<file path="src/rtl/fetch_unit.sv">
// fetch_unit: owns the PC and runs the MAR<-PC, PC<-PC+1, MDR<-M[MAR], IR<-MDR fetch sequence
// Ports:
//   Clk, Reset          clock and synchronous active-high reset
//   Run                 fetching allowed while high
//   PC_in, LD_PC        next PC from the PC mux and its load strobe
//   Data_from_mem, Mem_R  memory read data and its ready flag
//   IR_ack              decode has consumed IR
//   PC_out, MAR_out     current PC and memory address
//   Mem_OE              memory read request (high throughout F2)
//   IR_out, IR_valid    fetched instruction and its valid flag
//   fetch_err           sticky memory-timeout flag, cleared by the next Run
module fetch_unit #(
  parameter logic [15:0] RESET_PC = 16'h0000,
  parameter int MEM_TIMEOUT = 15
) (
  input  logic        Clk,
  input  logic        Reset,
  input  logic        Run,
  input  logic [15:0] PC_in,
  input  logic        LD_PC,
  input  logic [15:0] Data_from_mem,
  input  logic        Mem_R,
  input  logic        IR_ack,
  output logic [15:0] PC_out,
  output logic [15:0] MAR_out,
  output logic        Mem_OE,
  output logic [15:0] IR_out,
  output logic        IR_valid,
  output logic        fetch_err
);
  typedef enum logic [2:0] {IDLE, F1, F2, F3, HOLD} state_t;
  localparam logic [7:0] TO = 8'(MEM_TIMEOUT);
  state_t state_q;
  logic [15:0] pc_q, pc_d, mar_q, mdr_q, ir_q;
  logic [7:0] cnt_q;
  logic irv_q, err_q;
  // an external load beats the F1 increment
  assign pc_d = LD_PC ? PC_in : (state_q == F1) ? pc_q + 16'd1 : pc_q;
  always_ff @(posedge Clk) begin
    if (Reset) begin
      state_q <= IDLE;
      pc_q <= RESET_PC;
      mar_q <= '0;
      mdr_q <= '0;
      ir_q <= '0;
      cnt_q <= '0;
      irv_q <= 1'b0;
      err_q <= 1'b0;
    end else begin
      pc_q <= pc_d;
      case (state_q)
        IDLE: if (Run) begin
          err_q <= 1'b0;
          state_q <= F1;
        end
        F1: begin
          mar_q <= pc_q;
          state_q <= F2;
        end
        F2: if (Mem_R) begin
          mdr_q <= Data_from_mem;
          cnt_q <= '0;
          state_q <= F3;
        end else if (cnt_q + 8'd1 == TO) begin
          err_q <= 1'b1;
          cnt_q <= '0;
          state_q <= IDLE;
        end else begin
          cnt_q <= cnt_q + 8'd1;
        end
        F3: begin
          ir_q <= mdr_q;
          irv_q <= 1'b1;
          state_q <= HOLD;
        end
        HOLD: if (IR_ack) begin
          irv_q <= 1'b0;
          state_q <= Run ? F1 : IDLE;
        end
        default: state_q <= IDLE;
      endcase
    end
  end
  assign PC_out = pc_q;
  assign MAR_out = mar_q;
  assign Mem_OE = state_q == F2;
  assign IR_out = ir_q;
  assign IR_valid = irv_q;
  assign fetch_err = err_q;
endmodule

</file>
<file path="config.mk">
export PLATFORM = sky130hd
export DESIGN_NAME = fetch_unit
export DESIGN_NICKNAME = d
export VERILOG_FILES = /design/src/rtl/fetch_unit.sv
export SDC_FILE = /design/constraint.sdc
export NUM_CORES = 1
export LEC_CHECK = 0
export CORE_AREA = 5 5 121 123
export CTS_BUF_LIST = sky130_fd_sc_hd__clkbuf_2 sky130_fd_sc_hd__clkbuf_4 sky130_fd_sc_hd__clkbuf_8
export DETAILED_ROUTE_END_ITERATION = 12
export DIE_AREA = 0 0 126 128
export GPL_ROUTABILITY_DRIVEN = 1
export PLACE_DENSITY_LB_ADDON = 0.2
export SLEW_MARGIN = 10
export SYNTH_ARGS = -nofsm -noshare
export SYNTH_HDL_FRONTEND = slang
export SYNTH_SLANG_ARGS = --single-unit
</file>
<file path="constraint.sdc">
create_clock -name Clk -period 2.5 [get_ports Clk]
set_input_delay 0.375 -clock Clk [delete_from_list [all_inputs] [get_ports Clk]]
set_output_delay 0.375 -clock Clk [all_outputs]
set_load 0.02 [all_outputs]
</file>
==> results of run 1 <==
state kept, by name, summed over array words and instances (netlist names):
| signal | count |
|---|---|
| fetch_err | 1 |
| state_q | 3 |
| PC_out | 16 |
| MAR_out | 16 |
| cnt_q | 8 |
| mdr_q | 16 |
| IR_out | 16 |
| IR_valid | 1 |
final cells by class:
class / count / area, um2
fill: 1462 / 9020
timing repair buffer: 96 / 936
clock inverter: 3 / 42.5
sequential: 77 / 1540
multi-input combinational: 306 / 1600
tap: 180 / 225
clock buffer: 13 / 173
inverter: 5 / 18.8
stage by stage:
| stage | worst slack (ns) | hold slack (ns) | cell area (um2) | util | cells |
|---|---|---|---|---|---|
| after floorplan | 0.855 | 0.432 | 3280 | - | 414 |
| after global placement | 0.547 | 0.438 | 4320 | 0.319 | 664 |
| after detailed placement | 0.485 | 0.445 | 4320 | 0.319 | 664 |
| after CTS | 0.307 | 0.455 | 4530 | 0.334 | 680 |
| after global routing | 0.240 | 0.467 | 4530 | 0.334 | 680 |
| final | 0.350 | 0.449 | 4530 | 0.334 | 680 |
where the power goes:
group,total [uW],switching (uW),internal (uW)
Combinational,301,157,144
Clock,1000,449,553
Sequential,1300,42.2,1260
synthesized netlist by cell type, types with 2 or more instances:
master | count | area, um2
o21ai_0 | 6 | 30.0
nor3_1 | 2 | 10.0
nor4_1 | 3 | 18.8
nand2_1 | 124 | 465
nand4_1 | 8 | 50.1
buf_2 | 4 | 20.0
o41ai_1 | 2 | 17.5
xor2_1 | 8 | 70.1
clkbuf_1 | 16 | 60.1
and3_1 | 2 | 12.5
a211oi_1 | 4 | 30.0
nand3_1 | 8 | 40.0
a21oi_1 | 69 | 345
ha_1 | 3 | 37.5
mux2i_1 | 2 | 20.0
and2_1 | 3 | 18.8
dfxtp_1 | 77 | 1540
xnor2_1 | 7 | 61.3
nand3b_1 | 3 | 22.5
inv_1 | 4 | 15.0
nand2b_1 | 3 | 18.8
or3_1 | 2 | 12.5
buf_4 | 4 | 30.0
a21bo_2 | 2 | 20.0
and4_1 | 2 | 17.5
nor2_1 | 24 | 90.1
cells by family after synthesis:
group | Yosys count | share of synthesized area
simple gates | 194 | 0.270
compound gates | 92 | 0.159
flops | 77 | 0.470
buf+inv | 31 | 0.0438
xor+xnor | 15 | 0.0400
fa+ha+maj | 3 | 0.0114
mux | 2 | 0.00610
cells in the final DEF (no fill, tap or decap), types with 3 or more instances in the layout:
cell             synthesis  layout
clkbuf_8                 0      12
nand2_1                124     124
clkdlybuf4s50_1          0      87
buf_4                    4       8
a21oi_1                 69      69
ha_1                     3       3
nand3b_1                 3       3
dfxtp_1                 77      77
nor2_1                  24      24
nand4_1                  8       8
inv_1                    4       4
nand2b_1                 3       3
o21ai_0                  6       6
nand3_1                  8       8
and2_1                   3       3
xor2_1                   8       8
xnor2_1                  7       7
a211oi_1                 4       4
nor4_1                   3       3
worst max-delay path: stages (launching register included):
cell and delay (ns):
dfxtp_1 0.52, nor3b_2 0.27, clkdlybuf4s50_1 0.64
final timing paths:
kind | startpoint | endpoint | depth (start not counted)
hold / removal | mdr_q[9] | IR_out[9] | 2
setup / recovery | state_q[1] | Mem_OE | 2
hold reg to reg | mdr_q[9] | IR_out[9] | 2
setup reg to reg | state_q[0] | PC_out[11] | 5
per-layer routing:
metal  vias to the layer above  GRT usage
met5                         -          0
met4                         0     0.0284
met3                         9     0.0492
met2                        81      0.188
met1                      1380      0.142
li1                       1555          -
==> impl_metrics.py, run 1 <==
metrics = {
    "final_layout": {
        "area_growth_pct": 38.1,
        "drive_gt1_frac": 0.0740,
        "antenna_cells": 0,
        "finalNetCount": 536,
    },
    "yosys": {
        "synth_area_um2": 3280,
        "yosysWarnings": 0,
        "synth-edff-count": 0,
        "syn_nets": 455,
        "synth_seq_area_share": 0.470,
        "synth.avg_cell_area_um2": 7.93,
        "ys.flop_type": "dfxtp_1",
        "ys_ff_latch": 77,
        "async_flop_share": 0,
        "yosysUniqueCellTypes": 48,
        "synthCells": 414,
    },
    "sta": {
        "min_period_ns": 2.15,
        "clock_skew_ns": 0.00846,
        "drv_slew": 0,
        "max_slew_margin": 0.610,
        "max_freq_ghz": 0.465,
        "worst_pin_slew_ns": 0.586,
        "rsz0062_at_grt": "false",
        "setup_viol": 0,
        "finalSetupTns_ns": 0,
        "hold_violations": 0,
        "fin_crit_sh": 0.860,
    },
    "worst_setup_path": {
        "crit_type": "flop to output port",
        "cp_max_fo": 9,
        "worstPathRequired_ns": 2.12,
        "start_kind": "flop",
        "arrival_ns": 1.77,
        "r2r_slack_ns": 0.52,
        "critPathCaptureType": "output port",
    },
    "die": {
        "core_area_um2": 13600,
        "rows": 43,
        "initial_core_util": 0.242,
        "die_h_um": 128,
        "die_w_um": 126,
        "dieArea_um2": 16100,
        "design.portCount": 89,
    },
    "drt": {
        "dr.pass1.iters": 4,
        "wl_um": 9230,
        "highest_layer": "met4",
        "drt_drc_violations_left": 0,
        "viasPerCell": 4.45,
        "wl_met2_um": 4220,
        "routed-wl-met3_um": 700,
        "wl_met1_um": 4220,
        "detail-route-antenna-nets": 0,
        "dr_total_vias": 3025,
        "wl_per_cell_um": 13.6,
        "drt_iter0_markers": 89,
    },
    "global_route": {
        "grt.overflow.total": 0,
        "antenna_found_initial": 0,
        "grtUsageTotal": 0.116,
        "grt_first_pass_wirelength_um": 15100,
        "grt_max_degree": 51,
        "grt_pass1_vias": 3025,
    },
    "placement": {
        "numPortBuffers": 88,
        "gp_congestion": 0.755,
        "hpwlAfterDp_um": 6530,
    },
    "power_and_ir_drop": {
        "p_total_uw": 2610,
        "p_leak_uw": 0.00153,
        "peakVddDrop_mv": 0.308,
        "powerDensity_nw_per_um2": 575,
    },
    "flow_run": {
        "drv_cap": 0,
    },
    "clock_network": {
        "cts_tree": "done",
        "cts_htree_levels": 3,
        "holdBufCountCts": 0,
        "ctsRootBufferMaster": "clkbuf_8",
        "path_clk_slew_ns": 0.08,
        "ctsResizeCount": 0,
        "clock_latency_ns": 0.34,
        "cts_buffer_depth": 2,
        "post_cts_buffers": 0,
        "cts_sinks": 77,
        "cts_made_buffers": 9,
    },
    "outcome": {
        "status": "complete, no violations",
    },
    "worst_hold_path": {
        "holdCritPathClass": "flop to flop",
    },
}
(Power assumes the default switching activity.)
==> inputs of run 2 (changes only) <==
Settings changed: CAP_MARGIN set to 25.
==> results of run 2 <==
No change in the layout: final DEF, timing and power equal those of run 1.
==> inputs of run 3 (changes only) <==
Settings changed: GPL_TIMING_DRIVEN set to 1.
==> results of run 3 <==
No change in the layout: final DEF, timing and power equal those of run 1.
